<file path="src/rtl/fpa_sched.sv">
`default_nettype none
// ============================================================================
// Module   : fpa_sched
// Purpose  : Round-robin shared sign-magnitude fixed-point to IEEE-754 single
//            converter; shift normaliser steps one bit per cycle.
// Revision : 1.0  initial release
// ============================================================================
module fpa_sched #(
    parameter int N_REQ  = 4,
    parameter int INT_W  = 8,
    parameter int FRAC_W = 5
) (
    input  logic                                  clk,
    input  logic                                  rst,
    input  logic [N_REQ-1:0]                      req_valid,
    input  logic [N_REQ*(1+INT_W+FRAC_W)-1:0]     req_data,
    output logic [N_REQ-1:0]                      req_ready,
    output logic                                  rsp_valid,
    output logic [31:0]                           rsp_data,
    output logic [$clog2(N_REQ)-1:0]              rsp_id,
    input  logic                                  rsp_ready,
    output logic                                  busy
);
    localparam int         c_ID_W = $clog2(N_REQ);
    localparam int         c_M    = INT_W + FRAC_W;
    localparam int         c_W    = c_M + 1;
    localparam logic [7:0] c_E0   = 8'(127 + INT_W - 1);

    typedef enum logic [1:0] {
        S_IDLE = 2'd0,
        S_NORM = 2'd1,
        S_DONE = 2'd2
    } state_t;

    state_t              r_state;
    state_t              w_state_nxt;
    logic [c_ID_W-1:0]   r_ptr;
    logic [c_ID_W-1:0]   r_id;
    logic [c_ID_W-1:0]   w_gnt;
    logic [c_ID_W-1:0]   w_idx;
    logic                w_any;
    logic [c_M-1:0]      r_mag;
    logic                r_sign;
    logic [7:0]          r_exp;
    logic [31:0]         r_rsp_data;
    logic [c_W-1:0]      w_words [N_REQ];
    logic [c_W-1:0]      w_word;
    logic [22:0]         w_mant;

    for (genvar k = 0; k < N_REQ; k++) begin : g_unpack
        assign w_words[k] = req_data[k*c_W +: c_W];
    end

    // Search starts one past the last winner; the N_REQ-th step wraps to r_ptr.
    always_comb begin
        w_gnt = '0;
        w_any = 1'b0;
        w_idx = '0;
        for (int i = 1; i <= N_REQ; i++) begin
            w_idx = r_ptr + c_ID_W'(i);
            if (!w_any && req_valid[w_idx]) begin
                w_gnt = w_idx;
                w_any = 1'b1;
            end
        end
    end

    assign w_word = w_words[w_gnt];

    always_comb begin
        req_ready = '0;
        if (!rst && (r_state == S_IDLE) && w_any) begin
            req_ready[w_gnt] = 1'b1;
        end
    end

    always_comb begin
        w_state_nxt = r_state;
        case (r_state)
            S_IDLE:  if (w_any) w_state_nxt = S_NORM;
            S_NORM:  if ((r_mag == '0) || r_mag[c_M-1]) w_state_nxt = S_DONE;
            S_DONE:  if (rsp_ready) w_state_nxt = S_IDLE;
            default: w_state_nxt = S_IDLE;
        endcase
    end

    always_ff @(posedge clk) begin
        if (rst) begin
            r_state <= S_IDLE;
        end else begin
            r_state <= w_state_nxt;
        end
    end

    // The leading one is implicit; remaining bits sit left-aligned in the mantissa.
    always_comb begin
        w_mant = '0;
        w_mant[22 -: (c_M-1)] = r_mag[c_M-2:0];
    end

    always_ff @(posedge clk) begin
        if (rst) begin
            r_ptr      <= c_ID_W'(N_REQ - 1);
            r_id       <= '0;
            r_mag      <= '0;
            r_sign     <= 1'b0;
            r_exp      <= '0;
            r_rsp_data <= '0;
        end else begin
            case (r_state)
                S_IDLE: begin
                    if (w_any) begin
                        r_sign <= w_word[c_W-1];
                        r_mag  <= w_word[c_M-1:0];
                        r_id   <= w_gnt;
                        r_exp  <= c_E0;
                        r_ptr  <= w_gnt;
                    end
                end
                S_NORM: begin
                    if (r_mag == '0) begin
                        r_rsp_data <= '0;
                    end else if (r_mag[c_M-1]) begin
                        r_rsp_data <= {r_sign, r_exp, w_mant};
                    end else begin
                        r_mag <= r_mag << 1;
                        r_exp <= r_exp - 8'd1;
                    end
                end
                default: begin
                end
            endcase
        end
    end

    assign rsp_valid = (r_state == S_DONE);
    assign rsp_data  = r_rsp_data;
    assign rsp_id    = r_id;
    assign busy      = (r_state == S_NORM) || (r_state == S_DONE);

endmodule
`default_nettype wire

</file>
<file path="config.mk">
export PLATFORM = sky130hd
export DESIGN_NAME = fpa_sched
export DESIGN_NICKNAME = d
export VERILOG_FILES = /design/src/rtl/fpa_sched.sv
export SDC_FILE = /design/constraint.sdc
export NUM_CORES = 1
export LEC_CHECK = 0
export CAP_MARGIN = 25
export CORE_UTILIZATION = 45
export CTS_BUF_LIST = sky130_fd_sc_hd__clkbuf_8 sky130_fd_sc_hd__clkbuf_16
export DETAILED_ROUTE_END_ITERATION = 6
export PLACE_DENSITY = 0.81
export REMOVE_ABC_BUFFERS = 1
export SYNTH_ARGS = -nofsm -noshare
export SYNTH_HDL_FRONTEND = slang
export SYNTH_SLANG_ARGS = --single-unit
</file>
<file path="constraint.sdc">
create_clock -name clk -period 2.1 [get_ports clk]
set_input_delay 0.315 -clock clk [delete_from_list [all_inputs] [get_ports clk]]
set_output_delay 0.315 -clock clk [all_outputs]
set_load 0.02 [all_outputs]
</file>
==> impl_metrics.tcl <==
set metrics [dict create \
    mux_cell_area_share_after_synthesis 0.0213 \
    totalPowerFinal_w 0.00532 \
    final.hold.worst_slack_ns 0.456 \
    vias_per_cell 5.63 \
    setup_tns_ns 0 \
    worst-setup-path-type "reg2reg" \
    global_route.overflow_total 0 \
    worstSkewPairLatency_ns 0.30 \
    max_stage_delay_ns 0.39 \
    fp-row-count 28 \
    final_cell_count_no_fill 543 \
    hold_buffers 0 \
    post_synth_instance_area_um2 2820 \
    first_global_vias 2841 \
    report.final.slew_viol_count 0 \
    synth-xor-area-share 0.00622 \
    drtIter0Drc 202 \
    drt_drc_violations_left 0 \
    crit_buf_inv 3 \
    internal_power_w 0.00305 \
    timing.critical_path.arrival_ns 2.28 \
    synth-seq-area-share 0.348 \
    shortest_period_the_worst_path_allows_ns 2.10 \
    fillCellCount 487 \
    power.switching_w 0.00227 \
    grt_antenna_before_repair 0 \
    net_count_reported_at_finish 535 \
    routability_congestion_estimate_from_global_placement 0.878 \
    global_route.usage.total 0.249 \
    whs_path_depth 2 \
    die-width_um 81.1 \
    cts.sink_count 49 \
    worstHoldEndpoint "rsp_data[18]" \
    critPathMaxFanout 10 \
    grt_max_degree 34 \
    fmax_mhz 477 \
    die_y_um 81.1 \
    setup_viol_count_final 0 \
    io_buffers 91 \
    irDropWorstVdd_mv 0.870 \
    pwr-share-seq 0.293 \
    synth_top_family_by_area "compound AO/OA/AOI/OAI gates" \
    timing.final.crit_share 0.999 \
    yosys.area_share.simple 0.240 \
    netlist-cell-type-count 62 \
    synth_enable_flop_cells 0 \
    die_area_um2 6580 \
    critPathSlowestCell "sky130_fd_sc_hd__or3_1" \
    crit_path_cell_trace "inv_2 -> buf_6 -> ha_4 -> buf_4 -> nand4_1 -> and3_4 -> a22o_1 -> or3_1" \
    synthCells 350 \
    finalCoreUtilization 0.698 \
    synthToLayoutAreaGrowth_pct 48.4 \
    boundaryPins 103 \
    detailedPlacementHpwl_um 5850 \
    min_delay_src "rsp_data[18]" \
    critical_path.reg2reg.endpoint "r_mag[11]" \
    max-cap-violations 0 \
    power-per-cell-area_nw_per_um2 1270 \
    timing.critical_path.from "r_state[1]" \
    area_taken_by_multi_input_logic_gates_um2 1750 \
    outcome "finished, final reports clean" \
    post-place-cells 530 \
    grt_first_pass_wirelength_um 12900 \
    post_route_cells_drive_above_1_share 0.182 \
    cts-root-to-sink-buffers 2 \
    finalHoldViolations 0 \
    cell_types_with_the_largest_area_share_after_synthesis "sky130_fd_sc_hd__dfxtp_1 (35%), sky130_fd_sc_hd__a21oi_1 (6.9%), sky130_fd_sc_hd__o21ai_0 (4.6%)" \
    cts-buffers-inserted 5 \
    ys_top_cells_by_count "sky130_fd_sc_hd__dfxtp_1 (49), sky130_fd_sc_hd__a21oi_1 (39), sky130_fd_sc_hd__nor2_1 (30)" \
    crit_path_end_kind "register" \
    fin_worst_skew_ns 0.00665 \
    r2r-start "r_state[1]" \
    finalWirelength_um 8430 \
    detail_route.first_pass.iterations 4 \
    post_drt_wl_per_cell_um 15.5 \
    ys_dominant_reg_cell "sky130_fd_sc_hd__dfxtp_1" \
    cts_root_buffer_type "sky130_fd_sc_hd__clkbuf_8" \
    power.share.combinational 0.580 \
    via_count 3055 \
    cts_tree "yes" \
    power.switching_fraction 0.427 \
    synth-adder-area-share 0.0222 \
    timing.reg2reg.worst_path_depth 8 \
    crit_path_start_kind "register" \
    async_reset_ff_frac 0 \
    synth.ff_latch_count 49 \
    timing.hold.worst.class "reg2reg" \
    antenna_cells 0 \
    synthesis.yosys.warnings 0 \
    r2r_slack_ns 0.002 \
    critPathTopFamily "simple AND/OR/NAND/NOR gates" \
    cts-htree-levels 2 \
    area.sequential_um2 985 \
    route.antenna.remaining_nets 0 \
    synth_most_common_cell "sky130_fd_sc_hd__dfxtp_1" \
    yosysTopAreaCellShare 0.348 \
    power.share.clock 0.126 \
    synth-compound-area-share 0.283 \
    crit_required_ns 2.29 \
    floorplan.initialDensity 0.470 \
    synth_area_leader_cell "sky130_fd_sc_hd__dfxtp_1" \
    cts.clk_slew.worst_paths_ns 0.09 \
    core_area_um2 5990 \
    synth_area_per_cell_um2 8.05 \
    power_leakage_nw 1.67 \
]
## cells by family (layout without fill, tap and decap cells)
logic type / after synthesis / in the layout
fa+ha+maj: 5 / 5
simple gates: 130 / 131
xor+xnor: 2 / 2
buf+inv: 39 / 146
compound gates: 118 / 118
mux: 6 / 6
flops: 49 / 49
other cells: 1 / 11
## layer usage
layer	track usage	up-vias	share of wire
met1	0.325	1429	0.43
met5	0	-	0
met2	0.416	115	0.49
met3	0.0371	13	0.066
li1	-	1498	-
met4	0.0893	0	0.015
## through the flow
step	worst slack, ns	instance area [µm²]
after detailed placement	-0.489	3960
after global placement	-0.417	3960
after CTS	0.00820	4070
final	0.00227	4180
after floorplan	-0.429	2660
after global routing	-0.0815	4180
## worst max path at each step
stage	end	slack, ns	depth (start not counted)
floorplan	req_ready[1]	-0.43	4
global placement	req_ready[1]	-0.42	6
detailed placement	req_ready[1]	-0.49	6
CTS	r_mag[1]	0.008	8
global route	r_mag[11]	-0.08	8
finish	r_mag[11]	0.002	8
## cell type report
type	instances	share of cell area
Sequential cell	49	0.236
Clock buffer	5	0.0165
Inverter	7	0.00629
Tap cell	75	0.0224
Clock inverter	3	0.0102
Multi-Input combinational cell	273	0.418
Timing Repair Buffer	131	0.291
## timing repair
item,CTS,global route
buffers inserted,1,4
resized for setup,27,23
endpoints found under the setup margin,8,22
gates cloned,0,2
pin swaps,1,7
## worst register-to-register path: cells and delay by family, from the launching register on
kind / cells / cell delay (ns)
AOI/OAI and AO/OA: 1 / 0.22
DFF: 1 / 0.34
and+or+nand+nor: 3 / 0.88
adders and majority gates: 1 / 0.17
buffers and inverters: 3 / 0.39
## cells in the final DEF, fill, tap and decap left out, drive strengths merged, types with 3 or more instances in the layout
cell / count
or2: 3
a21boi: 3
dfxtp: 49
a22o: 11
a21oi: 40
buf: 43
mux2i: 6
nand3b: 3
a211oi: 4
inv: 8
clkbuf: 7
and3: 3
conb: 11
or3: 11
ha: 5
nor4: 5
a22oi: 12
nand4: 3
nor3: 9
nand3: 25
nor2: 31
nand2: 27
o21ai: 27
clkdlybuf4s50: 83
## sequential cells by signal (all words and copies together) (netlist names)
signal    cells
rsp_data     21
r_mag        13
r_exp         8
r_ptr         2
r_state       2
rsp_id        2
r_sign        1
## power by group through the flow
stage                     registers (W)  clock network, W  logic, W
after detailed placement        0.00153                 0   0.00280
final                           0.00156          0.000672   0.00308
after floorplan                 0.00151                 0   0.00162
after global placement          0.00152                 0   0.00273
after CTS                       0.00151          0.000680   0.00284
after global routing            0.00159          0.000720   0.00338
(Power assumes the default switching activity.)
